<file path="config.mk">
export PLATFORM = sky130hd
export DESIGN_NAME = agc_io_hub_flat
export DESIGN_NICKNAME = d
export VERILOG_FILES = /design/src/rtl/agc_io_pkg.sv /design/src/rtl/agc_io_hub_if.sv /design/src/rtl/agc_io_fifo.sv /design/src/rtl/agc_io_hub.sv /design/src/flat_wrapper.sv
export SDC_FILE = /design/constraint.sdc
export NUM_CORES = 1
export LEC_CHECK = 0
export ABC_CLOCK_PERIOD_IN_PS = 4100
export BUFFER_PORTS_ARGS = -buffer_cell sky130_fd_sc_hd__buf_4
export CAP_MARGIN = 15
export CORE_MARGIN = 2
export CORE_UTILIZATION = 50
export CTS_BUF_LIST = sky130_fd_sc_hd__clkbuf_2 sky130_fd_sc_hd__clkbuf_4 sky130_fd_sc_hd__clkbuf_8
export DETAILED_ROUTE_END_ITERATION = 10
export PLACE_DENSITY = 0.7
export RECOVER_POWER = 100
export SYNTH_ARGS = -nofsm -noshare
export SYNTH_HDL_FRONTEND = slang
export SYNTH_SLANG_ARGS = --single-unit
</file>
<file path="constraint.sdc">
create_clock -name clock -period 4.1 [get_ports clock]
set_clock_uncertainty 0.2 [all_clocks]
set_input_delay 0.82 -clock clock [delete_from_list [all_inputs] [get_ports clock]]
set_output_delay 0.82 -clock clock [all_outputs]
set_load 0.02 [all_outputs]
</file>
<file path="src/rtl/agc_io_pkg.sv">
// agc_io_pkg: shared word type and select-width helper for the AGC I/O hub.
//   WORD_WIDTH : default AGC word width (15)
//   word_t     : one AGC word
//   sel_w(n)   : channel select width for n channels (at least 1)
package agc_io_pkg;
   localparam int WORD_WIDTH = 15;
   typedef logic [WORD_WIDTH-1:0] word_t;
   function automatic int sel_w(input int n);
      return n > 1 ? $clog2(n) : 1;
   endfunction
endpackage

</file>
<file path="src/rtl/agc_io_hub_if.sv">
// agc_io_hub_if: Core-side and peripheral-side signals of the AGC I/O hub.
//   master : Core and peripherals (drive requests, input words, output ready, err_clear)
//   slave  : the hub (drives read data, stall, ready/valid, output words, sticky flags)
interface agc_io_hub_if import agc_io_pkg::*; #(
   parameter int WIDTH  = WORD_WIDTH,
   parameter int NUM_CH = 8,
   parameter int SEL_W  = sel_w(NUM_CH)
);
   logic [SEL_W-1:0]              IO_read_sel;
   logic                          IO_read_en;
   logic [WIDTH-1:0]              IO_read_data;
   logic [SEL_W-1:0]              IO_write_sel;
   logic                          IO_write_en;
   logic [WIDTH-1:0]              IO_write_data;
   logic                          stall;
   logic [NUM_CH-1:0][WIDTH-1:0]  ext_in_data;
   logic [NUM_CH-1:0]             ext_in_valid;
   logic [NUM_CH-1:0]             ext_in_ready;
   logic [NUM_CH-1:0][WIDTH-1:0]  ext_out_data;
   logic [NUM_CH-1:0]             ext_out_valid;
   logic [NUM_CH-1:0]             ext_out_ready;
   logic [NUM_CH-1:0]             rd_underflow;
   logic [NUM_CH-1:0]             wr_overflow;
   logic                          err_clear;
   modport master (
      output IO_read_sel, IO_read_en, IO_write_sel, IO_write_en, IO_write_data,
             ext_in_data, ext_in_valid, ext_out_ready, err_clear,
      input  IO_read_data, stall, ext_in_ready, ext_out_data, ext_out_valid,
             rd_underflow, wr_overflow
   );
   modport slave (
      input  IO_read_sel, IO_read_en, IO_write_sel, IO_write_en, IO_write_data,
             ext_in_data, ext_in_valid, ext_out_ready, err_clear,
      output IO_read_data, stall, ext_in_ready, ext_out_data, ext_out_valid,
             rd_underflow, wr_overflow
   );
endinterface

</file>
<file path="src/rtl/agc_io_fifo.sv">
// agc_io_fifo: per-channel synchronous input FIFO.
//   clock, reset_n : clock, async active-low reset (empties the FIFO)
//   push, din      : write din when not full
//   pop            : drop head when not empty
//   head           : oldest word; full, empty : occupancy status
module agc_io_fifo #(
   parameter int WIDTH = 15,
   parameter int DEPTH = 4
) (
   input  logic             clock,
   input  logic             reset_n,
   input  logic             push,
   input  logic             pop,
   input  logic [WIDTH-1:0] din,
   output logic [WIDTH-1:0] head,
   output logic             full,
   output logic             empty
);
   localparam int AW = $clog2(DEPTH);
   logic [WIDTH-1:0] mem [DEPTH];
   logic [AW-1:0]    rp, wp;
   logic [AW:0]      cnt;
   logic             do_push, do_pop;
   assign full    = cnt == (AW+1)'(DEPTH);
   assign empty   = cnt == '0;
   assign head    = mem[rp];
   assign do_push = push && !full;
   assign do_pop  = pop && !empty;
   // storage needs no reset: an empty FIFO never exposes its head
   always_ff @(posedge clock)
      if (do_push) mem[wp] <= din;
   always_ff @(posedge clock or negedge reset_n)
      if (!reset_n) begin
         rp  <= '0;
         wp  <= '0;
         cnt <= '0;
      end else begin
         if (do_push) wp <= wp + AW'(1);
         if (do_pop) rp <= rp + AW'(1);
         cnt <= cnt + (AW+1)'(do_push) - (AW+1)'(do_pop);
      end
endmodule

</file>
<file path="src/rtl/agc_io_hub.sv">
// agc_io_hub: NUM_CH-channel I/O hub between the AGC Core IO ports and peripherals.
//   clock, reset_n : clock, async active-low reset
//   io (slave)     : Core read/write ports and stall, per-channel input FIFO
//                    valid/ready, one-deep output buffer valid/ready, sticky flags
module agc_io_hub import agc_io_pkg::*; #(
   parameter int                WIDTH      = WORD_WIDTH,
   parameter int                NUM_CH     = 8,
   parameter int                SEL_W      = sel_w(NUM_CH),
   parameter int                FIFO_DEPTH = 4,
   parameter logic [NUM_CH-1:0] BLOCK_MASK = {NUM_CH{1'b1}}
) (
   input logic        clock,
   input logic        reset_n,
   agc_io_hub_if.slave io
);
   logic [NUM_CH-1:0]             empty, full, pop, load, rd_hit;
   logic [WIDTH-1:0]              head [NUM_CH];
   logic [WIDTH-1:0]              last_read [NUM_CH];
   logic [NUM_CH-1:0][WIDTH-1:0]  out_data;
   logic [NUM_CH-1:0]             out_valid, udf, ovf;
   logic [SEL_W-1:0]              rsel, wsel;
   logic rd_in, wr_in, rd_req, wr_req, rd_stall, wr_stall, stall;
   assign rsel   = io.IO_read_sel;
   assign wsel   = io.IO_write_sel;
   // selects beyond NUM_CH are inert: read 0, write ignored, no stall or flags
   assign rd_in  = {1'b0, rsel} < (SEL_W+1)'(NUM_CH);
   assign wr_in  = {1'b0, wsel} < (SEL_W+1)'(NUM_CH);
   assign rd_req = io.IO_read_en && rd_in;
   assign wr_req = io.IO_write_en && wr_in;
   assign rd_stall = rd_req && empty[rsel] && BLOCK_MASK[rsel];
   assign wr_stall = wr_req && out_valid[wsel] && !io.ext_out_ready[wsel] && BLOCK_MASK[wsel];
   // a stall from either side freezes both sides so the Core cycle is atomic
   assign stall    = rd_stall || wr_stall;
   assign io.stall = stall;
   assign io.IO_read_data = !rd_in ? '0 : (rd_req && !empty[rsel]) ? head[rsel] : last_read[rsel];
   assign io.ext_in_ready  = ~full;
   assign io.ext_out_data  = out_data;
   assign io.ext_out_valid = out_valid;
   assign io.rd_underflow  = udf;
   assign io.wr_overflow   = ovf;
   for (genvar i = 0; i < NUM_CH; i++) begin : g_ch
      assign rd_hit[i] = rd_req && !stall && rsel == SEL_W'(i);
      assign pop[i]    = rd_hit[i] && !empty[i];
      // non-blocking channels reach here even when full: that is the overwrite
      assign load[i]   = wr_req && !stall && wsel == SEL_W'(i);
      agc_io_fifo #(.WIDTH(WIDTH), .DEPTH(FIFO_DEPTH)) u_fifo (
         .clock(clock), .reset_n(reset_n),
         .push(io.ext_in_valid[i]), .pop(pop[i]), .din(io.ext_in_data[i]),
         .head(head[i]), .full(full[i]), .empty(empty[i])
      );
   end
   always_ff @(posedge clock or negedge reset_n)
      if (!reset_n) begin
         for (int i = 0; i < NUM_CH; i++) last_read[i] <= '0;
         out_data  <= '0;
         out_valid <= '0;
         udf       <= '0;
         ovf       <= '0;
      end else begin
         for (int i = 0; i < NUM_CH; i++) begin
            if (pop[i]) last_read[i] <= head[i];
            if (load[i]) out_data[i] <= io.IO_write_data;
         end
         out_valid <= load | (out_valid & ~io.ext_out_ready);
         // clear wins over a same-cycle set
         udf <= io.err_clear ? '0 : udf | (rd_hit & empty);
         ovf <= io.err_clear ? '0 : ovf | (load & out_valid & ~io.ext_out_ready);
      end
endmodule
</file>
<file path="src/flat_wrapper.sv">
// flat-port wrapper written by rule: the top's interface ports become plain ports
module agc_io_hub_flat import agc_io_pkg::*;
#(
   parameter int                WIDTH      = WORD_WIDTH,
   parameter int                NUM_CH     = 8,
   parameter int                SEL_W      = sel_w(NUM_CH),
   parameter int                FIFO_DEPTH = 4,
   parameter logic [NUM_CH-1:0] BLOCK_MASK = {NUM_CH{1'b1}}
)
  (clock, reset_n, io_IO_read_sel, io_IO_read_en, io_IO_write_sel, io_IO_write_en, io_IO_write_data, io_ext_in_data, io_ext_in_valid, io_ext_out_ready, io_err_clear, io_IO_read_data, io_stall, io_ext_in_ready, io_ext_out_data, io_ext_out_valid, io_rd_underflow, io_wr_overflow);
  agc_io_hub_if #(.WIDTH(WIDTH), .NUM_CH(NUM_CH), .SEL_W(SEL_W)) io_i ();
  input logic clock;
  input logic reset_n;
  input wire logic [$bits(io_i.IO_read_sel)-1:0] io_IO_read_sel;
  input wire logic [$bits(io_i.IO_read_en)-1:0] io_IO_read_en;
  input wire logic [$bits(io_i.IO_write_sel)-1:0] io_IO_write_sel;
  input wire logic [$bits(io_i.IO_write_en)-1:0] io_IO_write_en;
  input wire logic [$bits(io_i.IO_write_data)-1:0] io_IO_write_data;
  input wire logic [$bits(io_i.ext_in_data)-1:0] io_ext_in_data;
  input wire logic [$bits(io_i.ext_in_valid)-1:0] io_ext_in_valid;
  input wire logic [$bits(io_i.ext_out_ready)-1:0] io_ext_out_ready;
  input wire logic [$bits(io_i.err_clear)-1:0] io_err_clear;
  output wire logic [$bits(io_i.IO_read_data)-1:0] io_IO_read_data;
  output wire logic [$bits(io_i.stall)-1:0] io_stall;
  output wire logic [$bits(io_i.ext_in_ready)-1:0] io_ext_in_ready;
  output wire logic [$bits(io_i.ext_out_data)-1:0] io_ext_out_data;
  output wire logic [$bits(io_i.ext_out_valid)-1:0] io_ext_out_valid;
  output wire logic [$bits(io_i.rd_underflow)-1:0] io_rd_underflow;
  output wire logic [$bits(io_i.wr_overflow)-1:0] io_wr_overflow;
  assign io_i.IO_read_sel = io_IO_read_sel;
  assign io_i.IO_read_en = io_IO_read_en;
  assign io_i.IO_write_sel = io_IO_write_sel;
  assign io_i.IO_write_en = io_IO_write_en;
  assign io_i.IO_write_data = io_IO_write_data;
  assign io_i.ext_in_data = io_ext_in_data;
  assign io_i.ext_in_valid = io_ext_in_valid;
  assign io_i.ext_out_ready = io_ext_out_ready;
  assign io_i.err_clear = io_err_clear;
  assign io_IO_read_data = io_i.IO_read_data;
  assign io_stall = io_i.stall;
  assign io_ext_in_ready = io_i.ext_in_ready;
  assign io_ext_out_data = io_i.ext_out_data;
  assign io_ext_out_valid = io_i.ext_out_valid;
  assign io_rd_underflow = io_i.rd_underflow;
  assign io_wr_overflow = io_i.wr_overflow;
  agc_io_hub #(.WIDTH(WIDTH), .NUM_CH(NUM_CH), .SEL_W(SEL_W), .FIFO_DEPTH(FIFO_DEPTH), .BLOCK_MASK(BLOCK_MASK)) u_core (.clock(clock), .reset_n(reset_n), .io(io_i));
endmodule
</file>
-- Yosys cells after proc, flatten, opt, wreduce, memory -nomap -nowiden
Memory sizes are Yosys's and may differ from the RTL's.
Cells that the tools add are included.
- register bits: 320
- latch bits: 0
- RAM bits: 480
- ROM bits: 16
- bits of input ports: 162
- output and inout port bits: 168
- word-level logic and storage cells: 231
- memories: 10
- memory list (memory ; words ; width ; read ports ; clocked after memory_dff ; write ports ; line ; text):
    u_core.g_ch[0].u_fifo.mem ; 4 ; 15 ; 1 ; 0 ; 1 ; agc_io_fifo.sv:20 ; logic [WIDTH-1:0] mem [DEPTH];
    u_core.g_ch[1].u_fifo.mem ; 4 ; 15 ; 1 ; 0 ; 1 ; agc_io_fifo.sv:20 ;
    u_core.g_ch[2].u_fifo.mem ; 4 ; 15 ; 1 ; 0 ; 1 ; agc_io_fifo.sv:20 ;
    u_core.g_ch[3].u_fifo.mem ; 4 ; 15 ; 1 ; 0 ; 1 ; agc_io_fifo.sv:20 ;
    u_core.g_ch[4].u_fifo.mem ; 4 ; 15 ; 1 ; 0 ; 1 ; agc_io_fifo.sv:20 ;
    u_core.g_ch[5].u_fifo.mem ; 4 ; 15 ; 1 ; 0 ; 1 ; agc_io_fifo.sv:20 ;
    4 more memories ; - ; - ; - ; - ; - ; - ;
- $add $sub $neg: 32
- multipliers: 0
- divide/modulo/power cells: 0
- $lt $le $gt $ge: 3
- equality and inequality tests: 22
- shift-type cells: 0
- muxes and demuxes: 33
- bitwise operators: 10
- reduce and logical (&&, ||, !) cells: 78
- operators with widths (kind ; count):
    15-bit binary-select mux with 3-bit select ; 2
    15-bit two-way mux ; 5
    3-bit == test, second input constant ; 16
    1-bit logical AND ; 48
    2-bit by 1-bit adder with 2-bit output, second input constant ; 16
    8-bit AND ; 4
    3-bit zero test ; 10
    3-bit by 1-bit adder with 3-bit output ; 8
    8-bit bitwise OR ; 3
    3-bit by 1-bit subtractor with 3-bit output ; 8
    1-bit two-way mux ; 21
    1-bit zero test ; 19
    8-bit two-way mux ; 2
    8-bit inverter ; 2
    3-bit by 2-bit == test with 1-bit output, second input constant ; 4
    1-bit binary-select mux with 3-bit select ; 3
    3-bit by 4-bit < comparator with 1-bit output, second input constant ; 2
    3-bit by 1-bit == test with 1-bit output, second input constant ; 2
    4-bit greater-or-equal comparator, second input constant ; 1
    3-bit inverter with 4-bit output ; 1
    1-bit logical OR ; 1

-- Depth between registers and ports, before layout
- depth in word-level cells: 13
- depth in mapped cells: 14
- gate-level depth less buffers: 11

-- Modules after synthesis
A second synthesis with hierarchy kept.
- cell total of the unflattened synthesis: 1680
- area, all modules: 33632.3 um2
- modules (own cells, without submodules) (module ; times used ; cells an instance ; area each (um2) ; sequential area each (um2)):
    agc_io_fifo ; 8 ; 120 ; 2676.3 ; 1976.9
    agc_io_hub ; 1 ; 720 ; 12221.7 ; 6606.3

-- Worst setup path before layout
Ideal clock, no wire load.
- kind: in2out
- start: in io_IO_read_sel[1]
- end: out io_IO_read_data[10]
- data arrival time: 2.855 ns
- required time: 3.080 ns
- setup slack: 0.225 ns
- stages on the path: 9
- path buffers: 3
- cell sequence: buf_6 and2_4 buf_6 o311a_4 nor4_1 a21oi_2 buf_2 mux2i_1 o211ai_1
- longest elaborated chain between the ends: 5
- elaborated cells on any way between the ends: 12
- those cells by class: mux: 9; bitwise: 1; reduce/logical: 2
- ends and longest elaborated chain (item ; line ; text):
    start, declared ; flat_wrapper.sv:14 ; input wire logic [$bits(io_i.IO_read_sel)-1:0] io_IO_read_sel;
    3-bit inverter with 4-bit output (not written as such) or 1-bit binary-select mux with 3-bit select (tied branches) ; agc_io_hub.sv:35 ; assign io.IO_read_data = !rd_in ? '0 : (rd_req && !empty[rsel]) ? head[rsel] : last_read[rsel];
    15-bit binary-select mux with 3-bit select or 1-bit two-way mux (tied branches) ; agc_io_hub.sv:35 ;
    15-bit two-way mux (not written as such) or 1-bit zero test (tied branches) ; agc_io_hub.sv:35 ;
    15-bit two-way mux (not written as such) or 1-bit logical AND (tied branches) ; agc_io_hub.sv:35 ;
    15-bit two-way mux * ; agc_io_hub.sv:35 ;
    end, declared ; flat_wrapper.sv:23 ; output wire logic [$bits(io_i.IO_read_data)-1:0] io_IO_read_data;
Mark *: on every way between the ends. The rest lies on a longest branch, timed or not. The select of a mux whose other input is x is not followed.

-- Worst setup path after layout
- start: reg u_core.g_ch[7].u_fifo.cnt[1]
- end: out io_IO_read_data[8]
- longest elaborated chain between the ends: 6
- ends and longest elaborated chain (item ; line ; text):
    start, declared ; agc_io_fifo.sv:22 ; logic [AW:0] cnt;
    start signal, assigned ; agc_io_fifo.sv:40 ; cnt <= cnt + (AW+1)'(do_push) - (AW+1)'(do_pop);
    3-bit zero test ; agc_io_fifo.sv:25 ; assign empty = cnt == '0;
    1-bit binary-select mux with 3-bit select ; agc_io_hub.sv:35 ;
    1-bit two-way mux (not written as such) ; agc_io_hub.sv:35 ;
    1-bit zero test ; agc_io_hub.sv:35 ;
    1-bit logical AND ; agc_io_hub.sv:35 ;
    15-bit two-way mux ; agc_io_hub.sv:35 ;
Every way passes these cells. The select of a mux whose other input is x is not followed.

==> flow_results.org <==
** Run status
- Outcome :: complete, but fails checks
- Violations in the final reports :: max-capacitance violations, max-slew violations

** Clock network
- Clock-pin slew was measured on the worst setup and hold paths at ~60 ps.
- Buffer cell driving the clock tree root :: clkbuf_8
- Clock latency on the worst-skew pair, taken at its later pin, is around 760 ps.
- Clock sinks :: 800
- Counting along the longest clock path gives a buffer depth of 3.
- CTS Buf Count :: between 100 and 150
- Maximum level of the CTS H-tree :: 4
- CTS tree :: yes

** Critical path
- STA classifies the critical path startpoint as a flip-flop.
- Endpoint arrival time on the critical path :: 2970 ps
- Classification of the worst setup path :: flip-flop to primary output
- Together, buffers and inverters on the worst path number 2.
- On the critical path, the stage with the largest delay is an instance of dfrtp_1.
- Required @ worst endpoint :: 3080 ps
- Biggest cell delay along the critical path :: 450 ps
- Grouping stages by cell kind, the critical path spends the most delay in compound AO/OA/AOI/OAI gates.
- Maximum fanout encountered on the critical timing path :: 10
- STA classifies the critical path endpoint as a primary output.
- Walking the worst path, the cells encountered are o311a_4 -> nor4_4 -> a21oi_4 -> buf_8 -> mux2i_1 -> o211ai_1 -> clkbuf_2.

** STA
- Setup slack on the critical path of the routed design comes to 111.9 ps.
- Actual slew at the worst max-slew pin :: ~1500 ps
- Post-route fraction of the period consumed by the critical path :: 0.9727
- Hold Vio Cnt, Final :: 0
- After routing, the total negative slack on setup checks comes to 0 ps.
- Slew Viols, Final :: 59
- Timing would allow up to 0.2507 GHz.
- Setup violations remaining at the end of the flow were counted as 0.
- Relative slew slack :: -0.02352
- The clock period could shrink to 3988 ps.

** Routing
- Iteration-0 DRC count of the detailed router :: about 1300
- Post-route DRC violation count :: 0
- Average wire length per cell after detail routing :: around 24 um
- Number of detailed-route iterations in the first pass :: 8
- Using the TritonRoute via totals, the vias-per-cell ratio works out to 5.551.
- In this run the remaining antenna-violating nets after routing total 0.
- After detailed routing, the total wire length is 78240 um.
- Detailed routing inserted a total of 17750 vias.

** Global routing
- Entering global routing, the biggest net connects 80 pins.
- Initial antenna violation count :: 10
- Total gr overflow :: 0
- Via count of the first global-routing pass :: 18640
- Total track usage :: 0.2356
- First-pass GRT wire length :: 116500 um

** Floorplan
- Initial core utilization :: 0.5050
- Row generation in the floorplan step produced 93 rows.
- Die Outline Area :: approximately 0.067 mm2
- 330 I/O pins were placed.
- The die is between 200 and 300 um tall.
- Chip width :: 258.9 um
- The core region is around 0.064 mm2.

** Finish
- Relative to the synthesized area, the layout overhead comes to 17.82%.
- Fraction of final layout cells with drive strength greater than 1 :: 0.3141
- Net count reported at finish :: around 2500
- The filler cells instantiated in the layout total 5019.

** Hold path
- Hold Crit Class :: input port to flip-flop

** Logic synthesis
- The cell area that synthesis handed to floorplanning was approximately 0.032 mm2.
- For this run, the number of Yosys warnings is 0.
- Post-synthesis net count :: just under 2000
- Instance count of the mapped netlist :: roughly 1700
- Average cell area after synthesis :: 18.92 um2
- Synthesis instantiated between 50 and 60 different standard cells from the library.
- Sequential fraction of the synthesis area :: 0.6900
- Synthesis-stage register bit count :: 800
- Most frequently used flop master after synthesis :: edfxtp_1
- For this run, asynchronously set or reset flops after synthesis account for 0.4000.
- Yosys mapped a number of flops with a built-in enable equal to 480.

** Place
- Final HPWL DP :: 54700 um
- IO buf count :: 329
- Routability congestion estimate :: 0.8255
- OpenSTA, run right after detailed placement, puts the worst setup slack at 91.82 ps.

** Flow run
- The tool flagged a number of max-cap violations equal to 1.

** Power
- Worst VDD drop :: 0.0003533 V
- Of the total power, registers draw 0.446.
- In this run the power spent charging and discharging nets is around 0.0087 W.
- Total power :: 0.02694 W
- Standby leakage power :: 14.36 nW
- In this run the power density over the cells is 703.6 mW/mm2.
- The share of total power dissipated in the clock network is 0.255.
- Combinational power share :: 0.299
- Internal power comes to roughly 0.018 W.
- Fraction of power spent switching nets :: 0.3239
cells by family after synthesis:
kind of cell               count (synthesis)  share of synthesized area
and+or+nand+nor                          180                    0.03030
xor gates and xnor gates                  40                    0.01078
adders and majority gates                 56                    0.02341
DFF                                      800                     0.6900
AOI/OAI and AO/OA                         80                    0.01987
buffers and inverters                    137                    0.01937
muxes                                    424                     0.2062
power groups by stage:
stage / combinational (W) / clock [W] / sequential (W)
floorplan: 0.00495 / 0 / 0.0121
global placement: 0.00819 / 0 / 0.0120
detailed placement: 0.00839 / 0 / 0.0122
CTS: 0.00860 / 0.00705 / 0.0120
global route: 0.00860 / 0.00741 / 0.0122
finish: 0.00805 / 0.00687 / 0.0120
through the flow:
stage               hold slack, ps  cells    util  area (um2)
detailed placement           285.6   2879  0.5623       36180
finish                       132.6   3197  0.5949       38280
global placement             281.4   2878  0.5620       36170
CTS                         0.5074   3192  0.6154       39600
global route                 91.75   3195  0.5949       38280
floorplan                    267.0   1717       -       32490
synth_stat cells, drive strengths merged (14+ instances only):
cell type | count | area [um2]
nor2b | 18 | 112.6
o211ai | 17 | 127.6
ha | 48 | 600.6
clkbuf | 39 | 146.4
mux4 | 167 | 3761
nand2 | 44 | 165.2
a22oi | 30 | 225.2
xnor2 | 31 | 271.5
dfrtp | 320 | 8008
and3 | 32 | 200.2
nor2 | 14 | 52.55
nand3 | 30 | 150.1
buf | 43 | 276.5
mux2i | 17 | 170.2
inv | 55 | 206.4
edfxtp | 480 | 14410
mux2 | 240 | 2770
worst paths after layout:
kind	from	endpoint	slack (ps)	depth (start not counted)
setup / recovery	u_core.g_ch[7].u_fifo.cnt[1]$_DFF_PN0_	io_IO_read_data[8]	110	7
hold / removal	io_ext_in_data[59]	u_core.g_ch[3].u_fifo.mem[2][14]$_DFFE_PP_	130	1
setup reg to reg	u_core.g_ch[4].u_fifo.cnt[1]$_DFF_PN0_	u_core.io.ext_out_data[25]$_DFFE_PN0P_	160	8
hold reg to reg	u_core.io.ext_out_data[67]$_DFFE_PN0P_	u_core.io.ext_out_data[67]$_DFFE_PN0P_	280	1
max in group asynchronous	reset_n	u_core.g_ch[7].u_fifo.rp[0]$_DFFE_PN0P_	670	3
min in group asynchronous	reset_n	u_core.io.ext_out_data[104]$_DFFE_PN0P_	790	2
routing by layer:
metal,vias up,global-route usage,wire length [um]
met5,-,0,41
met4,6,0.1000,2551
met3,134,0.05097,5037
met2,592,0.3698,37390
met1,9290,0.3221,33210
li1,7725,-,-
final cells by class:
type                       count  area [um2]  area share
clock buffer                 198        2412     0.06301
inverter                      55       206.4    0.005393
sequential                   800       22430      0.5860
tap                          855        1070     0.02794
timing repair buffer         462        2599     0.06788
multi-input combinational    780        9335      0.2438
antenna                        5       12.51   0.0003268
clock inverter                42       214.0    0.005589
cell usage in the layout, fill, tap and decap left out, drive strengths merged, types with 5 or more instances in the layout:
master,instances
clkbuf,502
edfxtp,480
dfrtp,320
mux2,240
mux4,167
buf,94
dlygate4sd3,64
inv,58
ha,48
nand2,44
and3,32
clkinv,32
xnor2,31
a22oi,30
nand3,30
nor2b,18
mux2i,17
o211ai,17
nor2,14
nand2b,12
nor3,11
o21ai,10
xor2,9
and2,9
fa,8
clkinvlp,7
diode,5
a21o,5
flip-flops by register name (all words and copies together) (netlist names):
register / count
u_core.io.rd_underflow: 8
u_core.g_ch.u_fifo.mem: 480
u_core.g_ch.u_fifo.cnt: 24
u_core.io.ext_out_valid: 8
u_core.g_ch.u_fifo.rp: 16
u_core.io.wr_overflow: 8
u_core.io.ext_out_data: 120
u_core.g_ch.u_fifo.wp: 16
u_core.last_read: 120
worst reg2reg max path, delay by kind of cell (launching register included):
family,cells,cell delay [ps]
DFF,1,390
buffers and inverters,2,1100
and+or+nand+nor,4,1160
AOI/OAI and AO/OA,1,540
muxes,1,440
what timing repair did:
| action | CTS | global route |
|---|---|---|
| endpoints found under the hold margin | 257 | 0 |
| hold buffers | 64 | 0 |
| setup buffers | 9 | 0 |
| setup endpoints to repair | 16 | 4 |
| pin swaps | 4 | 1 |
| gates resized for setup | 21 | 8 |
(Power assumes the default switching activity.)
